**src/rtl/game_pkg.sv**
```systemverilog
// Shared types and constants for the brick-breaker round controller.
package game_pkg;

    localparam int BRICK_COUNT      = 56;
    localparam int LIVES_W          = 2;
    localparam int TICK_DIV_DEFAULT = 25000000;

    typedef enum logic [2:0] {
        ST_IDLE   = 3'd0,
        ST_LOAD   = 3'd1,
        ST_SERVE  = 3'd2,
        ST_PLAY   = 3'd3,
        ST_LOST   = 3'd4,
        ST_WIN    = 3'd5,
        ST_OVER   = 3'd6,
        ST_PAUSED = 3'd7
    } state_e;

endpackage

```
**src/rtl/game_sequencer_tick_divider.sv**
```systemverilog
// Game-step divider: counts 0..TICK_DIV-1 while enabled, freezes on hold,
// and registers a one-cycle tick aligned with the terminal count.
module tick_divider #(
    parameter int TICK_DIV = 25000000
) (
    input  logic clock,
    input  logic reset,
    input  logic en,
    input  logic clr,
    input  logic hold,
    output logic tick
);

    localparam int            CW   = $clog2(TICK_DIV);
    localparam logic [CW-1:0] LAST = CW'(TICK_DIV - 1);

    logic [CW-1:0] cnt_q, cnt_d;
    logic          tick_q, tick_d;

    // en/clr/hold describe the upcoming cycle, so tick_q lines up with cnt_q.
    always_comb begin
        cnt_d = '0;
        if (clr)
            cnt_d = '0;
        else if (hold)
            cnt_d = cnt_q;
        else if (en)
            cnt_d = (cnt_q == LAST) ? '0 : cnt_q + 1'b1;
        tick_d = en && !hold && !clr && (cnt_d == LAST);
    end

    always_ff @(posedge clock) begin
        if (reset) begin
            cnt_q  <= '0;
            tick_q <= 1'b0;
        end else begin
            cnt_q  <= cnt_d;
            tick_q <= tick_d;
        end
    end

    assign tick = tick_q;

endmodule

```
**src/rtl/game_sequencer.sv**
```systemverilog
// Brick-breaker round controller: owns the game tick and sequences rounds.
// Optional pause in PLAY is enabled by defining GAME_PAUSE_EN.
module game_sequencer
    import game_pkg::*;
#(
    parameter int TICK_DIV    = TICK_DIV_DEFAULT,
    parameter int LIVES       = 3,
    parameter int SERVE_TICKS = 4,
    parameter int LOAD_CYCLES = 2
) (
    input  logic                   clock,
    input  logic                   reset,
    input  logic                   start_btn,
    input  logic [BRICK_COUNT-1:0] bricks,
    input  logic                   ball_lost,
    output logic                   tick,
    output logic                   field_reset_n,
    output logic                   ball_hold,
    output logic [LIVES_W-1:0]     lives,
    output logic [2:0]             state,
    output logic                   game_over,
    output logic                   win
);

    localparam int                 PH_W     = $clog2(LOAD_CYCLES + SERVE_TICKS + 1);
    localparam logic [LIVES_W-1:0] LIVES_INIT = LIVES_W'(LIVES);

    state_e             state_q, state_d;
    logic [LIVES_W-1:0] lives_q, lives_d;
    logic [PH_W-1:0]    phase_q, phase_d;
    logic               start_q, start_edge;
    logic               frn_q, hold_q, over_q, win_q;
    logic               div_en, div_clr, div_hold, tick_w;

    assign start_edge = start_btn & ~start_q;

    always_comb begin
        state_d = state_q;
        lives_d = lives_q;
        unique case (state_q)
            ST_IDLE: if (start_edge) begin
                state_d = ST_LOAD;
                lives_d = LIVES_INIT;
            end
            ST_LOAD:
                if (phase_q == PH_W'(LOAD_CYCLES - 1)) state_d = ST_SERVE;
            ST_SERVE:
                if (tick_w && phase_q == PH_W'(SERVE_TICKS - 1)) state_d = ST_PLAY;
            ST_PLAY: begin
                if (bricks == '0)
                    state_d = ST_WIN;
                else if (ball_lost)
                    state_d = ST_LOST;
`ifdef GAME_PAUSE_EN
                else if (start_edge)
                    state_d = ST_PAUSED;
`endif
            end
            ST_LOST: begin
                lives_d = (lives_q != '0) ? lives_q - 1'b1 : '0;
                state_d = (lives_q <= 1) ? ST_OVER : ST_SERVE;
            end
            ST_WIN, ST_OVER: if (start_edge) begin
                state_d = ST_LOAD;
                lives_d = LIVES_INIT;
            end
            ST_PAUSED: begin
`ifdef GAME_PAUSE_EN
                if (start_edge) state_d = ST_PLAY;
`else
                state_d = ST_IDLE;
`endif
            end
            default: state_d = ST_IDLE;
        endcase
    end

    // LOAD counts cycles, SERVE counts ticks; both restart on state entry.
    always_comb begin
        phase_d = phase_q;
        if (state_d != state_q)
            phase_d = '0;
        else if (state_q == ST_LOAD || (state_q == ST_SERVE && tick_w))
            phase_d = phase_q + 1'b1;
    end

    // Entering or leaving PAUSED keeps the divider count so play resumes in phase.
    assign div_en   = (state_d == ST_SERVE) || (state_d == ST_PLAY);
    assign div_hold = (state_d == ST_PAUSED);
    assign div_clr  = (state_d != state_q) && (state_d != ST_PAUSED) && (state_q != ST_PAUSED);

    tick_divider #(.TICK_DIV(TICK_DIV)) u_div (
        .clock (clock),
        .reset (reset),
        .en    (div_en),
        .clr   (div_clr),
        .hold  (div_hold),
        .tick  (tick_w)
    );

    always_ff @(posedge clock) begin
        if (reset) begin
            state_q <= ST_IDLE;
            lives_q <= LIVES_INIT;
            phase_q <= '0;
            start_q <= 1'b0;
            frn_q   <= 1'b1;
            hold_q  <= 1'b1;
            over_q  <= 1'b0;
            win_q   <= 1'b0;
        end else begin
            state_q <= state_d;
            lives_q <= lives_d;
            phase_q <= phase_d;
            start_q <= start_btn;
            frn_q   <= (state_d != ST_LOAD);
            hold_q  <= !((state_d == ST_PLAY) || (state_d == ST_PAUSED));
            over_q  <= (state_d == ST_OVER);
            win_q   <= (state_d == ST_WIN);
        end
    end

    assign tick          = tick_w;
    assign field_reset_n = frn_q;
    assign ball_hold     = hold_q;
    assign lives         = lives_q;
    assign state         = state_q;
    assign game_over     = over_q;
    assign win           = win_q;

endmodule

```
**config.mk**
```make
export PLATFORM = sky130hd
export DESIGN_NAME = game_sequencer
export DESIGN_NICKNAME = d
export VERILOG_FILES = /design/src/rtl/game_pkg.sv /design/src/rtl/game_sequencer_tick_divider.sv /design/src/rtl/game_sequencer.sv
export SDC_FILE = /design/constraint.sdc
export NUM_CORES = 1
export LEC_CHECK = 0
export CAP_MARGIN = 20
export CORE_ASPECT_RATIO = 0.6
export CORE_MARGIN = 2
export CORE_UTILIZATION = 52
export CTS_BUF_LIST = sky130_fd_sc_hd__clkbuf_4
export CTS_CLUSTER_DIAMETER = 120
export DETAILED_ROUTE_END_ITERATION = 8
export GPL_TIMING_DRIVEN = 0
export PLACE_DENSITY = 0.88
export REMOVE_ABC_BUFFERS = 1
export SLEW_MARGIN = 20
export SYNTH_ARGS = -nofsm -noshare
export SYNTH_HDL_FRONTEND = slang
export SYNTH_SLANG_ARGS = --single-unit
```
**constraint.sdc**
```tcl
create_clock -name clock -period 7.4 [get_ports clock]
set_clock_uncertainty 0.1 [all_clocks]
set_input_delay 1.48 -clock clock [delete_from_list [all_inputs] [get_ports clock]]
set_output_delay 1.48 -clock clock [all_outputs]
set_load 0.02 [all_outputs]
```
==> results.toml, run 1 <==
[sta]
finalHoldViolCount = 0
rsz0062_at_grt = "false"
finalWorstSetupSlack_ns = 3.05
worstMarginPinSlew_ns = 0.884
period_share_pct = 58.7
setup_viol = 0
fin_tns_setup_ns = 0
slew_headroom_pct = 41.1
slew_viol_final = 0
period_needed_ns = 4.35
fmax_mhz = 230

[yosys]
synth_adder_area_share_pct = 2.27
netlist_area_um2 = 2200
yosys_most_used_dff = "dfxtp_1"
synth_top_family_by_area = "simple AND/OR/NAND/NOR gates"
yosys.area_share.simple_pct = 35.5
async_reset_ff_share_pct = 0
ys_warn_count = 0
synth.mux.area_fraction_pct = 2.33
synth_xor_area_share_pct = 9.15
synth_edf_count = 0
ys_seq_area_share_pct = 35.5
yosys_register_bits = 39
netlist_instances = 278
synth-compound-area-share_pct = 10.6
synth.distinct_cells = 50
synth_area_per_cell_um2 = 7.92

[clocking]
cts.sinks = 39
cts_setup_buffers = 0
h-tree-depth = 2
cts_resized = 0
ctsLongestPathBuffers = 2
cts-root-buf = "clkbuf_4"
clk_pin_slew_ns = 0.12
cts_made_buffers = 5
clk_latency_ns = 0.35
cts_tree = "done"
cts_hold_buf = 0

[setup_path]
crit_buf_inv = 1
start_kind = "primary input"
cpPeakStageDelay_ns = 0.76
cp-end-kind = "flop"
required_ns = 7.56
crit_family = "simple AND/OR/NAND/NOR gates"
criticalPathCategory = "primary input to flop"
cp.arrival_ns = 4.51
slowest_stage = "or4b_1"
critPathMaxFanout = 26
cp_cell_sequence = "clkdlybuf4s50_1, nor4_1, nand4_1, o41ai_1, nand3_1, o311ai_0, or4b_1, and2b_1"

[detailed_routing]
wl_per_cell_um = 14.4
ant_nets = 0
drt-vias-per-instance = 5.59
drtIter0Drc = 216
first_pass_iters = 7
drt-total-wl_um = 5760
drc = 0
via_count = 2231

[die]
core_um2 = 4080
ioPinCount = 70
die_w_um = 88.0
rows = 18
fp.dieH_um = 54.4
initial_core_util_pct = 54.0
fp.dieArea_um2 = 4790

[power]
powerDensity_nw_per_um2 = 138
vdd_drop_max_mv = 0.151
p_leak_nw = 0.969

[grt]
overflow = 0
grt_pass1_wl_um = 8370
antenna_found_initial = 0
grt_start_max_net_pins = 27
grt_use_total_pct = 22.9
grt_pass1_vias = 1797

[outcome]
outcome = "completed"

[final_layout]
syn2layout_area_growth_pct = 34.8
fill_cells = 307
layout_commonest_cell = "clkdlybuf4s50_1"
mostFrequentLayoutCells = "clkdlybuf4s50_1 (69), nor2_1 (42), dfxtp_1 (39)"
n_antenna_cell = 0
fin_nets = 402
drive_above_1_share_pct = 3.24

[run]
maxCapViolations = 0

[placed_design]
place_ws_ns = 2.69
gp_congestion = 0.917
numPortBuffers = 69
hpwl_um = 4580

[worst_hold_path]
hold_class = "flop to flop"
-- worst paths after layout --
check | startpoint | endpoint | slack (ns) | cells past startpoint
worst max-delay path | bricks[16] | u_div.cnt_q[20]$_SDFF_PP0_ | 3.05 | 8
worst min-delay path | u_div.cnt_q[0]$_SDFF_PP0_ | u_div.cnt_q[0]$_SDFF_PP0_ | 0.39 | 1
worst max register to register | state[1]$_SDFF_PP0_ | u_div.tick$_SDFF_PP0_ | 4.07 | 7
worst min register to register | u_div.cnt_q[0]$_SDFF_PP0_ | u_div.cnt_q[0]$_SDFF_PP0_ | 0.39 | 1
-- cell usage after synthesis (all sizes together), types with 5 or more instances --
| cell | number | area [µm²] |
|---|---|---|
| nor2 | 42 | 158 |
| dfxtp | 39 | 781 |
| nand3 | 22 | 110 |
| nand2 | 17 | 63.8 |
| nor4 | 17 | 119 |
| xor2 | 12 | 105 |
| clkbuf | 11 | 42.5 |
| nand4 | 11 | 68.8 |
| xnor2 | 11 | 96.3 |
| o21ai | 10 | 50.1 |
| a21oi | 9 | 45.0 |
| nor3 | 9 | 45.0 |
| inv | 7 | 26.3 |
| buf | 5 | 33.8 |
| nor2b | 5 | 31.3 |
-- power breakdown --
part           internal [mW]  switching (mW)
Sequential             0.212         0.00372
Combinational         0.0371          0.0180
Clock                 0.0695          0.0692
Total                  0.319          0.0909
-- cell families (layout without fill, tap and decap cells) --
kind of cell,Yosys count,in the layout
xor gates and xnor gates,23,23
AOI/OAI and AO/OA,36,36
buffers and inverters,23,84
adders and majority gates,4,4
muxes,5,5
DFF,39,39
and+or+nand+nor,148,148
-- flip-flops by register name, summed over array words and instances (netlist names) --
register,flops
ball_hold,1
u_div.cnt_q,25
state,3
field_reset_n,1
phase_q,3
u_div.tick,1
win,1
lives,2
game_over,1
start_q,1
-- layer usage --
metal	track usage, %	wire length [µm]	vias up
li1	-	-	1119
met1	31.6	2610	983
met2	35.5	2420	116
met3	5.73	637	13
met4	7.58	95	0
met5	0	0	-
-- cell type report --
class                   instances  area, µm²  area share, %
inverters                       7       26.3          0.885
flip-flops and latches         39        781           26.3
repair buffers                 69        691           23.3
clock inverters                 3       38.8           1.31
well taps                      60       75.1           2.53
multi-input cells             216       1320           44.4
clock buffers                   5       37.5           1.26
-- through the flow --
stage                     std cells  cell area [µm²]  total power [mW]  utilization, %  hold WS [ns]
final                           399             2970             0.410            72.8         0.391
after global routing            399             2970             0.425            72.8         0.422
after CTS                       399             2970             0.412            72.8         0.392
after detailed placement        391             2890             0.276            70.9         0.366
after global placement          391             2890             0.274            70.9         0.351
after floorplan                 262             2130             0.237               -         0.334
(Power assumes the default switching activity.)
==> run 2, diff against run 1 <==
- CORE_UTILIZATION: 52 -> 43
- PLACE_DENSITY: 0.88 -> 0.78
- clock period: 7.4 -> 3.8 ns (I/O delays scaled with it)
==> run 2 against run 1 <==
Net effect: sequential share of layout area grew 0.11 points; non-clock buffer count is the same; combinational power increased by 98%; cell area shrank 0.42%; global-route usage down 1.8 points; largest power group unchanged.
==> results.toml, run 2 (synthesized netlist as in run 1, its figures left out) <==
[outcome]
outcome = "completed"

[grt]
grt_start_max_net_pins = 27
grt_use_total_pct = 21.1
grt_pass1_vias = 1915
overflow = 0
grt_pass1_wl_um = 9350
antenna_found_initial = 0

[final_layout]
layout_commonest_cell = "clkdlybuf4s50_1"
mostFrequentLayoutCells = "clkdlybuf4s50_1 (69), nor2_1 (42), dfxtp_1 (39)"
syn2layout_area_growth_pct = 34.2
final_area_um2 = 2960
n_antenna_cell = 0
largest_reg_flops = 25
fill_cells = 459
fin_cells = 405
drive_above_1_share_pct = 3.24
fin_nets = 402
top_register = "u_div.cnt_q"

[clocking]
cts.sinks = 39
h-tree-depth = 2
clk_latency_ns = 0.34
cts-root-buf = "clkbuf_4"
cts_setup_buffers = 0
cts_tree = "done"
ctsLongestPathBuffers = 2
cts_hold_buf = 0
cts_made_buffers = 5
clk_pin_slew_ns = 0.12

[setup_path]
cp.arrival_ns = 3.47
start_kind = "primary input"
cp-end-kind = "flop"
critPathMaxFanout = 26
cp_cell_sequence = "clkdlybuf4s50_1, and2b_1, mux2i_1, a22o_1, a21oi_1, o311ai_0, or4b_4, nor4_2"
required_ns = 3.94
slowest_stage = "or4b_4"
cpPeakStageDelay_ns = 0.70
criticalPathCategory = "primary input to flop"

[die]
ioPinCount = 70
initial_core_util_pct = 44.0
die_w_um = 96.4
fp.dieArea_um2 = 5730
rows = 20
core_um2 = 5000
fp.dieH_um = 59.4

[detailed_routing]
ant_nets = 0
drt-total-wl_um = 6020
first_pass_iters = 4
via_count = 2236
drc = 0
wl_per_cell_um = 14.9
drtIter0Drc = 217
drt-vias-per-instance = 5.52

[sta]
fmax_mhz = 300
finalWorstSetupSlack_ns = 0.467
slew_viol_final = 0
setup_viol = 0
slew_headroom_pct = 47.7
worstMarginPinSlew_ns = 0.774
finalHoldViolCount = 0
period_needed_ns = 3.33
hold_ws_ns = 0.382
rsz0062_at_grt = "false"
period_share_pct = 87.7

[power]
p_seq_share_pct = 57.2
switching_share_pct = 23.6
power_switching_mw = 0.174
internal-power_mw = 0.562
p_leak_nw = 0.959
pwr-share-clk_pct = 28.0
vdd_drop_max_mv = 0.155
p_comb_share_pct = 14.8
powerDensity_nw_per_um2 = 249

[placed_design]
gp_congestion = 0.880
place_inst = 397
hpwl_um = 4770
place_ws_ns = -0.189
numPortBuffers = 69
placed_area_um2 = 2900

[run]
maxCapViolations = 0

[worst_hold_path]
hold_class = "flop to flop"
==> run 2: power by group through the flow <==
stage	logic (mW)	clock network, mW	registers, mW
after floorplan	0.0296	0	0.431
after global placement	0.105	0	0.430
after detailed placement	0.107	0	0.430
after CTS	0.108	0.211	0.421
after global routing	0.115	0.223	0.423
final	0.109	0.206	0.421
==> run 2: final timing paths <==
check | start | to | slack (ns) | cells past startpoint
max | start_btn | u_div.tick$_SDFF_PP0_ | 0.47 | 8
min | u_div.cnt_q[0]$_SDFF_PP0_ | u_div.cnt_q[0]$_SDFF_PP0_ | 0.38 | 1
max reg2reg | state[1]$_SDFF_PP0_ | u_div.tick$_SDFF_PP0_ | 0.70 | 7
min reg2reg | u_div.cnt_q[0]$_SDFF_PP0_ | u_div.cnt_q[0]$_SDFF_PP0_ | 0.38 | 1
==> run 2: area by class of cell <==
| type | count | area, µm² | share of cell area [%] |
|---|---|---|---|
| timing repair buffer | 69 | 691 | 23.4 |
| multi-input combinational | 216 | 1320 | 44.8 |
| inverter | 7 | 26.3 | 0.889 |
| tap | 66 | 82.6 | 2.79 |
| clock inverter | 2 | 7.51 | 0.254 |
| sequential | 39 | 781 | 26.4 |
| clock buffer | 6 | 45.0 | 1.52 |
==> run 2: what timing repair did <==
item                       CTS  global route
setup endpoints to repair    0             2
resized for setup            0             1
hold endpoints to repair     0             0
==> run 2: routing by layer <==
layer | global-route usage (%) | vias to the layer above | part of all wire (%)
li1 | - | 1118 | -
met1 | 34.3 | 1043 | 51
met2 | 27.8 | 71 | 42
met3 | 5.34 | 4 | 6.8
met4 | 3.22 | 0 | 0.12
met5 | 0 | - | 0
==> run 2: stage by stage <==
step                power, mW  setup TNS [ns]  util [%]
CTS                     0.740               0      59.0
detailed placement      0.537           -2.05      57.9
global route            0.761               0      59.1
global placement        0.535          -0.179      57.9
floorplan               0.461               0         -
finish                  0.736               0      59.1
==> run 2: critical path, delay by kind of cell <==
kind            cells  cell delay (ns)
compound gates      3             0.85
buf+inv             1             0.49
mux                 1             0.11
simple gates        3             1.26
==> run 3, diff against run 2 <==
- SKIP_CTS_REPAIR_TIMING: unset -> 1
==> results of run 3 <==
No change in the layout: final DEF, timing and power equal those of run 2.
